$ cat config.mk
export PLATFORM = sky130hd
export DESIGN_NAME = inpcont
export DESIGN_NICKNAME = d
export VERILOG_FILES = /design/src/rtl/inpcont.sv
export SDC_FILE = /design/constraint.sdc
export NUM_CORES = 1
export LEC_CHECK = 0
export ABC_CLOCK_PERIOD_IN_PS = 8640
export CORE_MARGIN = 5
export CORE_UTILIZATION = 40
export CTS_BUF_LIST = sky130_fd_sc_hd__clkbuf_4
export DETAILED_ROUTE_END_ITERATION = 10
export PLACE_DENSITY = 0.7
export SLEW_MARGIN = 30
export SYNTH_ARGS = -nofsm -noshare
export SYNTH_HDL_FRONTEND = slang
export SYNTH_SLANG_ARGS = --single-unit
$ cat constraint.sdc
create_clock -name clk -period 8.64 [get_ports clk]
set_input_delay 1.728 -clock clk [delete_from_list [all_inputs] [get_ports clk]]
set_output_delay 1.728 -clock clk [all_outputs]
set_load 0.02 [all_outputs]
$ cat src/rtl/inpcont.sv
// inpcont: input-port controller for one router input channel.
// Buffers incoming flits in a small FIFO, routes each head flit through the
// external node table, requests the chosen output port and streams the packet
// to the crossbar while the grant is held. Orphan flits and packets whose
// route is out of range are discarded and counted in err_cnt.
// Optional feature: define INPCONT_MULTICAST_EN to drive the latched
// multicast flag onto multab[1]; otherwise multab[1] is tied low.
module inpcont #(
  parameter int PORTID = 0,
  parameter int FLITW  = 64,
  parameter int DEPTH  = 4
) (
  input  logic             clk,
  input  logic             rst_,
  input  logic [FLITW-1:0] in_data,
  input  logic             in_valid,
  output logic             in_ready,
  output logic [7:0]       rt_dst,
  input  logic [2:0]       rt_port,
  input  logic             rt_mc,
  output logic [2:0]       port,
  output logic             req,
  output logic [1:0]       multab,
  input  logic [4:0]       grt_in,
  output logic [FLITW-1:0] out_data,
  output logic             out_valid,
  input  logic             out_ready,
  output logic [7:0]       err_cnt
);

  localparam int AW = $clog2(DEPTH);

  // Parameter sanity: a router has five outputs, and the pointer scheme needs a power-of-two depth.
  generate
    if (PORTID < 0 || PORTID > 4) begin : g_bad_portid
      $error("inpcont: PORTID must be in 0..4");
    end
    if (DEPTH < 2 || (DEPTH & (DEPTH - 1)) != 0) begin : g_bad_depth
      $error("inpcont: DEPTH must be a power of two, at least 2");
    end
  endgenerate

  typedef enum logic [1:0] {
    S_IDLE = 2'd0,
    S_REQ  = 2'd1,
    S_XFER = 2'd2,
    S_DROP = 2'd3
  } state_t;

  logic [FLITW-1:0] mem_q [DEPTH];
  logic [AW:0]      rptr_q, rptr_d, wptr_q, wptr_d;
  state_t           state_q, state_d;
  logic [2:0]       port_q, port_d;
  logic             mc_q, mc_d;
  logic             req_q, req_d;
  logic [1:0]       multab_q, multab_d;
  logic [7:0]       err_q, err_d;

  logic             empty_s, full_s, push_s, pop_s;
  logic [FLITW-1:0] head_s;
  logic [1:0]       head_type_s;
  logic             grant_s, out_valid_s, active_s, rt_mc_s;
  logic [7:0]       err_inc_s;

`ifdef INPCONT_MULTICAST_EN
  assign rt_mc_s = rt_mc;
`else
  logic unused_rt_mc_s;
  assign rt_mc_s        = 1'b0;
  assign unused_rt_mc_s = rt_mc;
`endif

  // The extra pointer MSB tells a full FIFO apart from an empty one.
  assign empty_s     = (rptr_q == wptr_q);
  assign full_s      = (rptr_q[AW] != wptr_q[AW]) && (rptr_q[AW-1:0] == wptr_q[AW-1:0]);
  assign push_s      = in_valid && !full_s;
  assign head_s      = mem_q[rptr_q[AW-1:0]];
  assign head_type_s = head_s[FLITW-1:FLITW-2];
  assign grant_s     = grt_in[port_q];
  assign out_valid_s = (state_q == S_XFER) && !empty_s && grant_s;
  assign err_inc_s   = (err_q == 8'hFF) ? err_q : (err_q + 8'd1);

  assign in_ready  = !full_s;
  assign rt_dst    = head_s[FLITW-3:FLITW-10];
  assign port      = port_q;
  assign req       = req_q;
  assign multab    = multab_q;
  assign out_data  = head_s;
  assign out_valid = out_valid_s;
  assign err_cnt   = err_q;

  // Next-state logic: routing, request hold, packet transfer and discard paths.
  always_comb begin
    state_d = state_q;
    port_d  = port_q;
    mc_d    = mc_q;
    err_d   = err_q;
    pop_s   = 1'b0;
    case (state_q)
      S_IDLE: begin
        if (empty_s) begin
          state_d = S_IDLE;
        end else if (!head_type_s[0]) begin
          // body or tail flit with no packet open: drop it
          pop_s = 1'b1;
          err_d = err_inc_s;
        end else if (rt_port <= 3'd4) begin
          port_d  = rt_port;
          mc_d    = rt_mc_s;
          state_d = S_REQ;
        end else begin
          // route miss: count once, then discard through the tail
          pop_s = 1'b1;
          err_d = err_inc_s;
          if (head_type_s[1]) begin
            state_d = S_IDLE;
          end else begin
            state_d = S_DROP;
          end
        end
      end
      S_REQ: begin
        if (grant_s) begin
          state_d = S_XFER;
        end else begin
          state_d = S_REQ;
        end
      end
      S_XFER: begin
        if (out_valid_s && out_ready) begin
          pop_s = 1'b1;
          if (head_type_s[1]) begin
            state_d = S_IDLE;
            mc_d    = 1'b0;
          end else begin
            state_d = S_XFER;
          end
        end else begin
          state_d = S_XFER;
        end
      end
      S_DROP: begin
        if (!empty_s) begin
          pop_s = 1'b1;
          if (head_type_s[1]) begin
            state_d = S_IDLE;
          end else begin
            state_d = S_DROP;
          end
        end else begin
          state_d = S_DROP;
        end
      end
      default: begin
        state_d = S_IDLE;
      end
    endcase
    active_s = (state_d == S_REQ) || (state_d == S_XFER);
    req_d    = active_s;
    multab_d = {mc_d & active_s, active_s};
    wptr_d   = push_s ? (wptr_q + (AW+1)'(1)) : wptr_q;
    rptr_d   = pop_s ? (rptr_q + (AW+1)'(1)) : rptr_q;
  end

  // Control and status registers; reset empties the FIFO and drops any open packet.
  always_ff @(posedge clk or negedge rst_) begin
    if (!rst_) begin
      state_q  <= S_IDLE;
      port_q   <= 3'd0;
      mc_q     <= 1'b0;
      req_q    <= 1'b0;
      multab_q <= 2'b00;
      err_q    <= 8'd0;
      rptr_q   <= '0;
      wptr_q   <= '0;
    end else begin
      state_q  <= state_d;
      port_q   <= port_d;
      mc_q     <= mc_d;
      req_q    <= req_d;
      multab_q <= multab_d;
      err_q    <= err_d;
      rptr_q   <= rptr_d;
      wptr_q   <= wptr_d;
    end
  end

  // FIFO storage: data only, validity is carried by the pointers.
  always_ff @(posedge clk) begin
    if (push_s) begin
      mem_q[wptr_q[AW-1:0]] <= in_data;
    end
  end

endmodule

==> impl_metrics.toml, run 1 <==
[critical_path]
r2r_slack_ns = 5.43
critical_path_buf_inv_count = 2
slowest_delay_ns = 0.66
worst-setup-path-type = "input port to output port"
critical_path_peak_fanout = 3
cp_slowest_cell = "clkdlybuf4s50_1"
worstPathArrival_ns = 3.63
worstReg2RegStart = "rptr_q[0]"
crit_family = "buffers and inverters"
crit_required_ns = 6.91
cp-end-kind = "output port"
worstPathCellList = "clkdlybuf4s50_1 > mux2i_1 > o22ai_1 > o21a_1 > nor3b_1 > clkdlybuf4s50_1"
crit_path_start_kind = "input port"
rr_worst_depth = 5
cpMostUsedCell = "clkdlybuf4s50_1"
cp.depth = 6
cp-startpoint = "grt_in[4]"

[floorplanning]
start_util = 0.403
fp-row-count = 59
coreArea_um2 = 25900
fp.dieH_um = 172
dieWidth_um = 172
ios = 165
die_area_um2 = 29400

[global_routing]
grt_max_degree = 41
grt_pass1_vias = 5921
grt_overflow = 0
grt_util_all_layers = 0.136
grt_pass1_wl_mm = 31.1
antenna_found_initial = 2

[power_and_ir_drop]
pwr_density_cell_nw_per_um2 = 369
power_mw = 4.96
leakage_nw = 4.54
ir_drop_uv = 194

[synth]
ys_seq_elements = 278
postSynthCellCount = 458
syn_avg_cell_area_um2 = 22.8
syn-num-nets = 541
async_flop_share = 0.0791
yosysSeqAreaShare = 0.789
ys_types = 35
ys_dominant_reg_cell = "edfxtp_1"
syn-cell-area_um2 = 10400
yosysWarnings = 0
synth-edff-count = 256

[timing]
clock_skew_ns = 0.0271
rsz0062_at_grt = "no"
setup_viol = 0
whs_ns = 0.508
worstMarginPinSlew_ns = 0.865
max_slew_margin = 0.423
fmaxAchievable_mhz = 187
hold_viol = 0
slew_violations = 0
fin_setup_tns_ns = 0
period_needed_ns = 5.36
final.period_utilization = 0.620

[cts]
insertion_delay_ns = 0.64
cts_buffers = 72
tritoncts = "done"
root_buffer = "clkbuf_4"
cts_setup_buffers = 0
htree_levels = 3
cts_resized = 0
cts_buffer_depth = 3
postCtsHoldBufs = 0
cts.sinks = 278
clk_pin_slew_ns = 0.06

[route]
avgRoutedWirePerCell_um = 18.6
first_iter_violations = 218
vias_per_cell = 4.96
routed_wl_mm = 19.9
dr_total_vias = 5280
drc = 0
dr.pass1.iters = 4
ant_nets = 0

[cells_and_area]
final_area_um2 = 13400
drive_gt1_frac = 0.262
final_nets = 758
final_cells = 1065
synthToLayoutAreaGrowth_pct = 28.7

[worst_hold_path]
holdCritStartpoint = "rptr_q[2]"
holdPathStages = 1
hold_class = "flop to flop"

[placement]
gp_congestion = 0.798
io_buffer_count = 163
place_area_um2 = 12500
dp_hpwl_mm = 12.1
dp.cells = 936

[run]
drv_cap = 0

[status]
run_status = "complete, no violations"
final timing paths:
kind / to
worst max register to register: err_cnt[1]
worst min register to register: rptr_q[2]
worst min-delay path: rptr_q[2]
worst max-delay path: out_valid
min in group asynchronous: port[0]
max in group asynchronous: rptr_q[1]
metal layers:
metal / vias to the layer above / track usage / share of wire
met3: 41 / 0.0506 / 0.082
met4: 0 / 0.0520 / 0.021
li1: 2378 / - / -
met2: 195 / 0.227 / 0.50
met5: - / 0 / 0
met1: 2666 / 0.163 / 0.40
registers in the layout (all words and copies together), names as in the netlist:
signal and flops:
state_q 2, rptr_q 3, port 3, mem_q 256, multab 2, wptr_q 3
mc_q 1, err_cnt 8
kinds of logic (layout without fill, tap and decap cells):
logic type | count (synthesis) | after routing | synth area share
DFF | 278 | 278 | 0.789
muxes | 71 | 71 | 0.146
and+or+nand+nor | 43 | 43 | 0.0217
buffers and inverters | 30 | 300 | 0.0153
AOI/OAI and AO/OA | 16 | 16 | 0.00911
xor gates and xnor gates | 14 | 14 | 0.0117
adders and majority gates | 6 | 6 | 0.00719
other | 0 | 2 | 0
area by class of cell:
cell class	instances	area, um^2
Inverter	4	15.0
Tap cell	335	419
Clock buffer	103	773
Antenna cell	2	5.00
Sequential cell	278	8250
Clock inverter	24	179
Timing Repair Buffer	169	1730
Multi-Input combinational cell	150	2060
Fill cell	2044	12500
layout by cell type, fill, tap and decap left out, drive strengths merged, types with 6 or more instances in the layout:
cell type / instances
dfrtp: 22
clkbuf: 103
xor2: 7
and3: 7
clkdlybuf4s50: 162
edfxtp: 256
ha: 6
clkinv: 19
xnor2: 7
nand2: 11
buf: 7
a21oi: 6
mux4: 64
synthesized netlist by cell type (all sizes together) (5+ instances only):
cell type | instances | area, um^2
xnor2 | 7 | 61.3
dfrtp | 22 | 551
and3 | 7 | 43.8
clkbuf | 7 | 26.3
ha | 6 | 75.1
mux2 | 5 | 60.1
xor2 | 7 | 61.3
edfxtp | 256 | 7690
nand3 | 5 | 25.0
nand2 | 11 | 41.3
a21oi | 6 | 30.0
mux4 | 64 | 1440
buf | 19 | 119
o21ai | 5 | 25.0
where the power goes:
| part | leakage [nW] | internal [mW] | total, mW | switching, mW |
|---|---|---|---|---|
| registers | 2.62 | 1.82 | 1.98 | 0.164 |
| clock network | 0.562 | 0.640 | 1.14 | 0.499 |
| logic | 1.36 | 0.901 | 1.84 | 0.940 |
metrics by stage:
step,utilization,setup WS (ns)
after floorplan,-,4.22
after global placement,0.478,3.37
after detailed placement,0.482,3.32
after CTS,0.518,3.25
after global routing,0.518,3.11
final,0.518,3.28
(Power assumes the default switching activity.)
==> run 2, diff against run 1 <==
- ABC_CLOCK_PERIOD_IN_PS: 8640 -> 5000
- clock period: 8.64 -> 5 ns (I/O delays scaled with it)
==> impl_metrics.toml, run 2 (same netlist as run 1, synthesis figures left out) <==
[status]
run_status = "complete, no violations"

[timing]
fin_setup_tns_ns = 0
fmaxAchievable_mhz = 247
rsz0062_at_grt = "no"
final.period_utilization = 0.808
slew_violations = 0
hold_viol = 0
setup_viol = 0
period_needed_ns = 4.04
clock_skew_ns = 0.0341
worstMarginPinSlew_ns = 0.647
max_slew_margin = 0.569

[critical_path]
critical_path_peak_fanout = 37
rr_worst_depth = 5
cp-end-kind = "output port"
crit_path_start_kind = "flop"
r2r_slack_ns = 2.15
worstPathCellList = "buf_12 > mux4_2 > clkdlybuf4s50_1"
worst-setup-path-type = "flop to output port"
cp_slowest_cell = "dfrtp_4"
crit_required_ns = 4.00
worstPathArrival_ns = 3.04
slowest_delay_ns = 0.84

[cells_and_area]
drive_gt1_frac = 0.263
final_nets = 757
synthToLayoutAreaGrowth_pct = 28.2
fin_util = 0.516
final_common_cell = "edfxtp_1"
final_area_um2 = 13400
layout_common_cells = "edfxtp_1 (256), clkdlybuf4s50_1 (162), clkbuf_4 (104)"
largest_reg_flops = 256

[route]
vias_per_cell = 4.97
drc = 0
routed_wl_mm = 19.9
avgRoutedWirePerCell_um = 18.9
dr.pass1.iters = 4
first_iter_violations = 331
dr_total_vias = 5238
ant_nets = 0

[placement]
dp_hpwl_mm = 12.0
io_buffer_count = 163
gp_congestion = 0.792
place_area_um2 = 12500

[cts]
cts_buffers = 71
clk_pin_slew_ns = 0.06
cts_buffer_depth = 3
insertion_delay_ns = 0.63
cts.sinks = 278
cts_setup_buffers = 0
postCtsHoldBufs = 0
htree_levels = 3
tritoncts = "done"
root_buffer = "clkbuf_4"
cts_resized = 0

[floorplanning]
start_util = 0.403
die_area_um2 = 29400
coreArea_um2 = 25900
ios = 165
fp-row-count = 59
dieWidth_um = 172
fp.dieH_um = 172

[global_routing]
grt_util_all_layers = 0.138
grt_pass1_wl_mm = 31.4
grt_overflow = 0
grt_pass1_vias = 5805
grt_max_degree = 38
antenna_found_initial = 1

[power_and_ir_drop]
leakage_nw = 4.51
ir_drop_uv = 355
pwr_density_cell_nw_per_um2 = 635

[worst_hold_path]
hold_class = "input port to async pin"

[run]
drv_cap = 0
==> run 2: changes by cell type in the layout (fill, tap and decap cells not counted) <==
| cell | delta |
|---|---|
| buf_4 | -1 |
| bufinv_16 | -1 |
| buf_12 | +1 |
| clkinvlp_4 | +1 |
| clkinv_2 | -3 |
| clkbuf_4 | +1 |
| diode_2 | -1 |
| clkinv_1 | -8 |
==> run 2: per-layer routing <==
| layer | GRT usage | vias to the layer above | part of all wire |
|---|---|---|---|
| met4 | 0.0451 | 0 | 0.016 |
| li1 | - | 2367 | - |
| met2 | 0.230 | 179 | 0.51 |
| met1 | 0.169 | 2661 | 0.40 |
| met5 | 0 | - | 0 |
| met3 | 0.0487 | 31 | 0.074 |
==> run 2: final timing paths <==
check                           from           end
min in group clk           rptr_q[2]     rptr_q[2]
max reg2reg                rptr_q[0]    err_cnt[1]
max                        rptr_q[0]  out_data[62]
max in group asynchronous       rst_     rptr_q[0]
min reg2reg                rptr_q[2]     rptr_q[2]
min                             rst_     multab[0]
==> run 2: area by class of cell <==
| cell class | instances | area (um^2) |
|---|---|---|
| Sequential cell | 278 | 8250 |
| Clock buffer | 104 | 781 |
| Fill cell | 2037 | 12500 |
| Tap cell | 335 | 419 |
| Clock inverter | 13 | 111 |
| Antenna cell | 1 | 2.50 |
| Inverter | 4 | 15.0 |
| Multi-Input combinational cell | 150 | 2060 |
| Timing Repair Buffer | 169 | 1750 |
==> run 2: power by group <==
part	leakage (nW)	internal (mW)	switching [mW]
combinational	1.37	1.57	1.61
clock	0.529	1.05	0.833
sequential	2.62	3.14	0.295
total	4.51	5.76	2.74
==> run 2: per-stage QoR <==
stage | hold WS [ns] | setup WS (ns) | std cells | power, mW
finish | 0.358 | 0.958 | 1054 | 8.50
global route | 0.309 | 0.707 | 1054 | 9.00
CTS | 0.489 | 0.809 | 1053 | 8.69
detailed placement | 0.477 | 1.16 | 936 | 6.75
global placement | 0.474 | 1.17 | 931 | 6.61
floorplan | 0.460 | 1.99 | 458 | 5.36
==> run 2: critical path, delay by kind of cell, from the launching register on <==
kind,cells,cell delay (ns)
mux,1,0.60
buf+inv,2,0.92
flops,1,0.84
==> run 3, diff against run 2 <==
- ABC_CLOCK_PERIOD_IN_PS: 5000 -> 3500
- PLACE_DENSITY: 0.7 -> 0.73
- clock period: 5 -> 3.5 ns (I/O delays scaled with it)
==> impl_metrics.toml, run 3 (same netlist as run 1, synthesis figures left out) <==
[critical_path]
crit_path_start_kind = "flop"
worstPathArrival_ns = 2.61
cp-end-kind = "output port"
worstReg2RegEnd = "port[0]"
endpoint = "out_data[63]"
critical_path_peak_fanout = 39
rr_worst_depth = 5
worstReg2RegStart = "rptr_q[0]"
worst-setup-path-type = "flop to output port"
r2r_slack_ns = 1.16
crit_required_ns = 2.80
cp-startpoint = "rptr_q[0]"

[power_and_ir_drop]
p_sw_mw = 3.94
power_frac_clock = 0.214
p_int_mw = 8.15
pwr-share-seq = 0.393
ir_drop_uv = 610
pwr_density_cell_nw_per_um2 = 902
leakage_nw = 4.53
swShare = 0.326
combPwrFrac = 0.393

[global_routing]
grt_overflow = 0
grt_util_all_layers = 0.140
grt_pass1_wl_mm = 31.7
grt_max_degree = 67
grt_pass1_vias = 5954
antenna_found_initial = 1

[worst_hold_path]
holdCritStartpoint = "rptr_q[2]"
hold_class = "flop to flop"

[timing]
hold_viol = 0
setup_viol = 0
slew_violations = 0
fin_setup_tns_ns = 0
clock_skew_ns = 0.0147
final.period_utilization = 0.945
rsz0062_at_grt = "no"
max_slew_margin = 0.621
worstMarginPinSlew_ns = 0.559
period_needed_ns = 3.31
fmaxAchievable_mhz = 302

[floorplanning]
die_area_um2 = 29400
dieWidth_um = 172
start_util = 0.403
coreArea_um2 = 25900
fp-row-count = 59
fp.dieH_um = 172
ios = 165

[route]
avgRoutedWirePerCell_um = 18.9
dr.pass1.iters = 4
dr_total_vias = 5310
ant_nets = 0
drc = 0
routed_wl_mm = 20.1
vias_per_cell = 5.00
first_iter_violations = 299

[cts]
root_buffer = "clkbuf_4"
htree_levels = 3
cts_setup_buffers = 0
clk_pin_slew_ns = 0.06
cts.sinks = 278
cts_buffers = 71
cts_buffer_depth = 3
insertion_delay_ns = 0.62
tritoncts = "done"

[cells_and_area]
largest_reg_flops = 256
synthToLayoutAreaGrowth_pct = 28.4
fin_util = 0.517
final_nets = 759
drive_gt1_frac = 0.263
layout_common_cells = "edfxtp_1 (256), clkdlybuf4s50_1 (161), clkbuf_4 (106)"
final_common_cell = "edfxtp_1"

[status]
run_status = "complete, no violations"

[run]
drv_cap = 0

[placement]
dp_hpwl_mm = 12.2
io_buffer_count = 163
gp_congestion = 0.800
[run 3: cell count changes in the layout (fill, tap and decap cells not counted), sizes merged]
cell,change
clkinv,+4
bufinv,-2
dlygate4sd3,+1
buf,+1
clkbuf,+2
inv,+1
dlymetal6s2s,+1
clkdlybuf4s50,-1
diode,+1
clkinvlp,+1
[run 3: how the worst min path moves through the flow]
stage                     depth (start not counted)          to  slack, ns
after floorplan                                   0  err_cnt[0]       0.40
after global placement                            1   rptr_q[2]       0.48
after detailed placement                          1  err_cnt[6]       0.48
after CTS                                         1  err_cnt[6]       0.49
after global routing                              1  err_cnt[6]       0.50
final                                             1   rptr_q[2]       0.49
[run 3: timing repair]
| action | in CTS | in global routing |
|---|---|---|
| resized for setup | 0 | 2 |
| hold buffers | 0 | 1 |
| hold endpoints to repair | 0 | 8 |
| setup endpoints to repair | 0 | 2 |
[run 3: area by class of cell]
| cell class | instances | area (um^2) |
|---|---|---|
| diodes | 2 | 5.00 |
| clock buffers | 106 | 796 |
| clock inverters | 17 | 76.3 |
| fillers | 2061 | 12500 |
| inverters | 4 | 15.0 |
| multi-input cells | 150 | 2060 |
| flip-flops and latches | 278 | 8250 |
| well taps | 335 | 419 |
| repair buffers | 171 | 1790 |
[run 3: power groups by stage]
stage          combinational (mW)  sequential [mW]  clock (mW)
6_report                     4.75             4.75        2.59
5_1_grt                      5.10             4.81        2.92
4_1_cts                      4.86             4.76        2.72
3_5_place_dp                 4.84             4.83           0
3_3_place_gp                 4.79             4.76           0
2_1_floorplan                2.83             4.82           0
[run 3: worst max-delay path, cell delays in order, from the launching register on]
cell and delay (ns):
dfrtp_4 0.47, buf_16 0.30, mux4_2 0.62, clkdlybuf4s50_1 0.58
[run 3: per-layer routing]
metal | GRT usage | routed length [um]
met4 | 0.0489 | 289
met3 | 0.0533 | 1730
met2 | 0.237 | 10500
met5 | 0 | 0
met1 | 0.164 | 7560
[run 3: metrics by stage]
step	instances	hold WS [ns]	area, um^2	power, mW	setup slack [ns]
after global routing	1062	0.500	13400	12.8	0.00539
after CTS	1060	0.491	13400	12.3	0.0694
after detailed placement	937	0.479	12500	9.67	0.250
final	1063	0.486	13400	12.1	0.192
after floorplan	458	0.404	10400	7.65	0.537
after global placement	937	0.476	12500	9.55	0.313
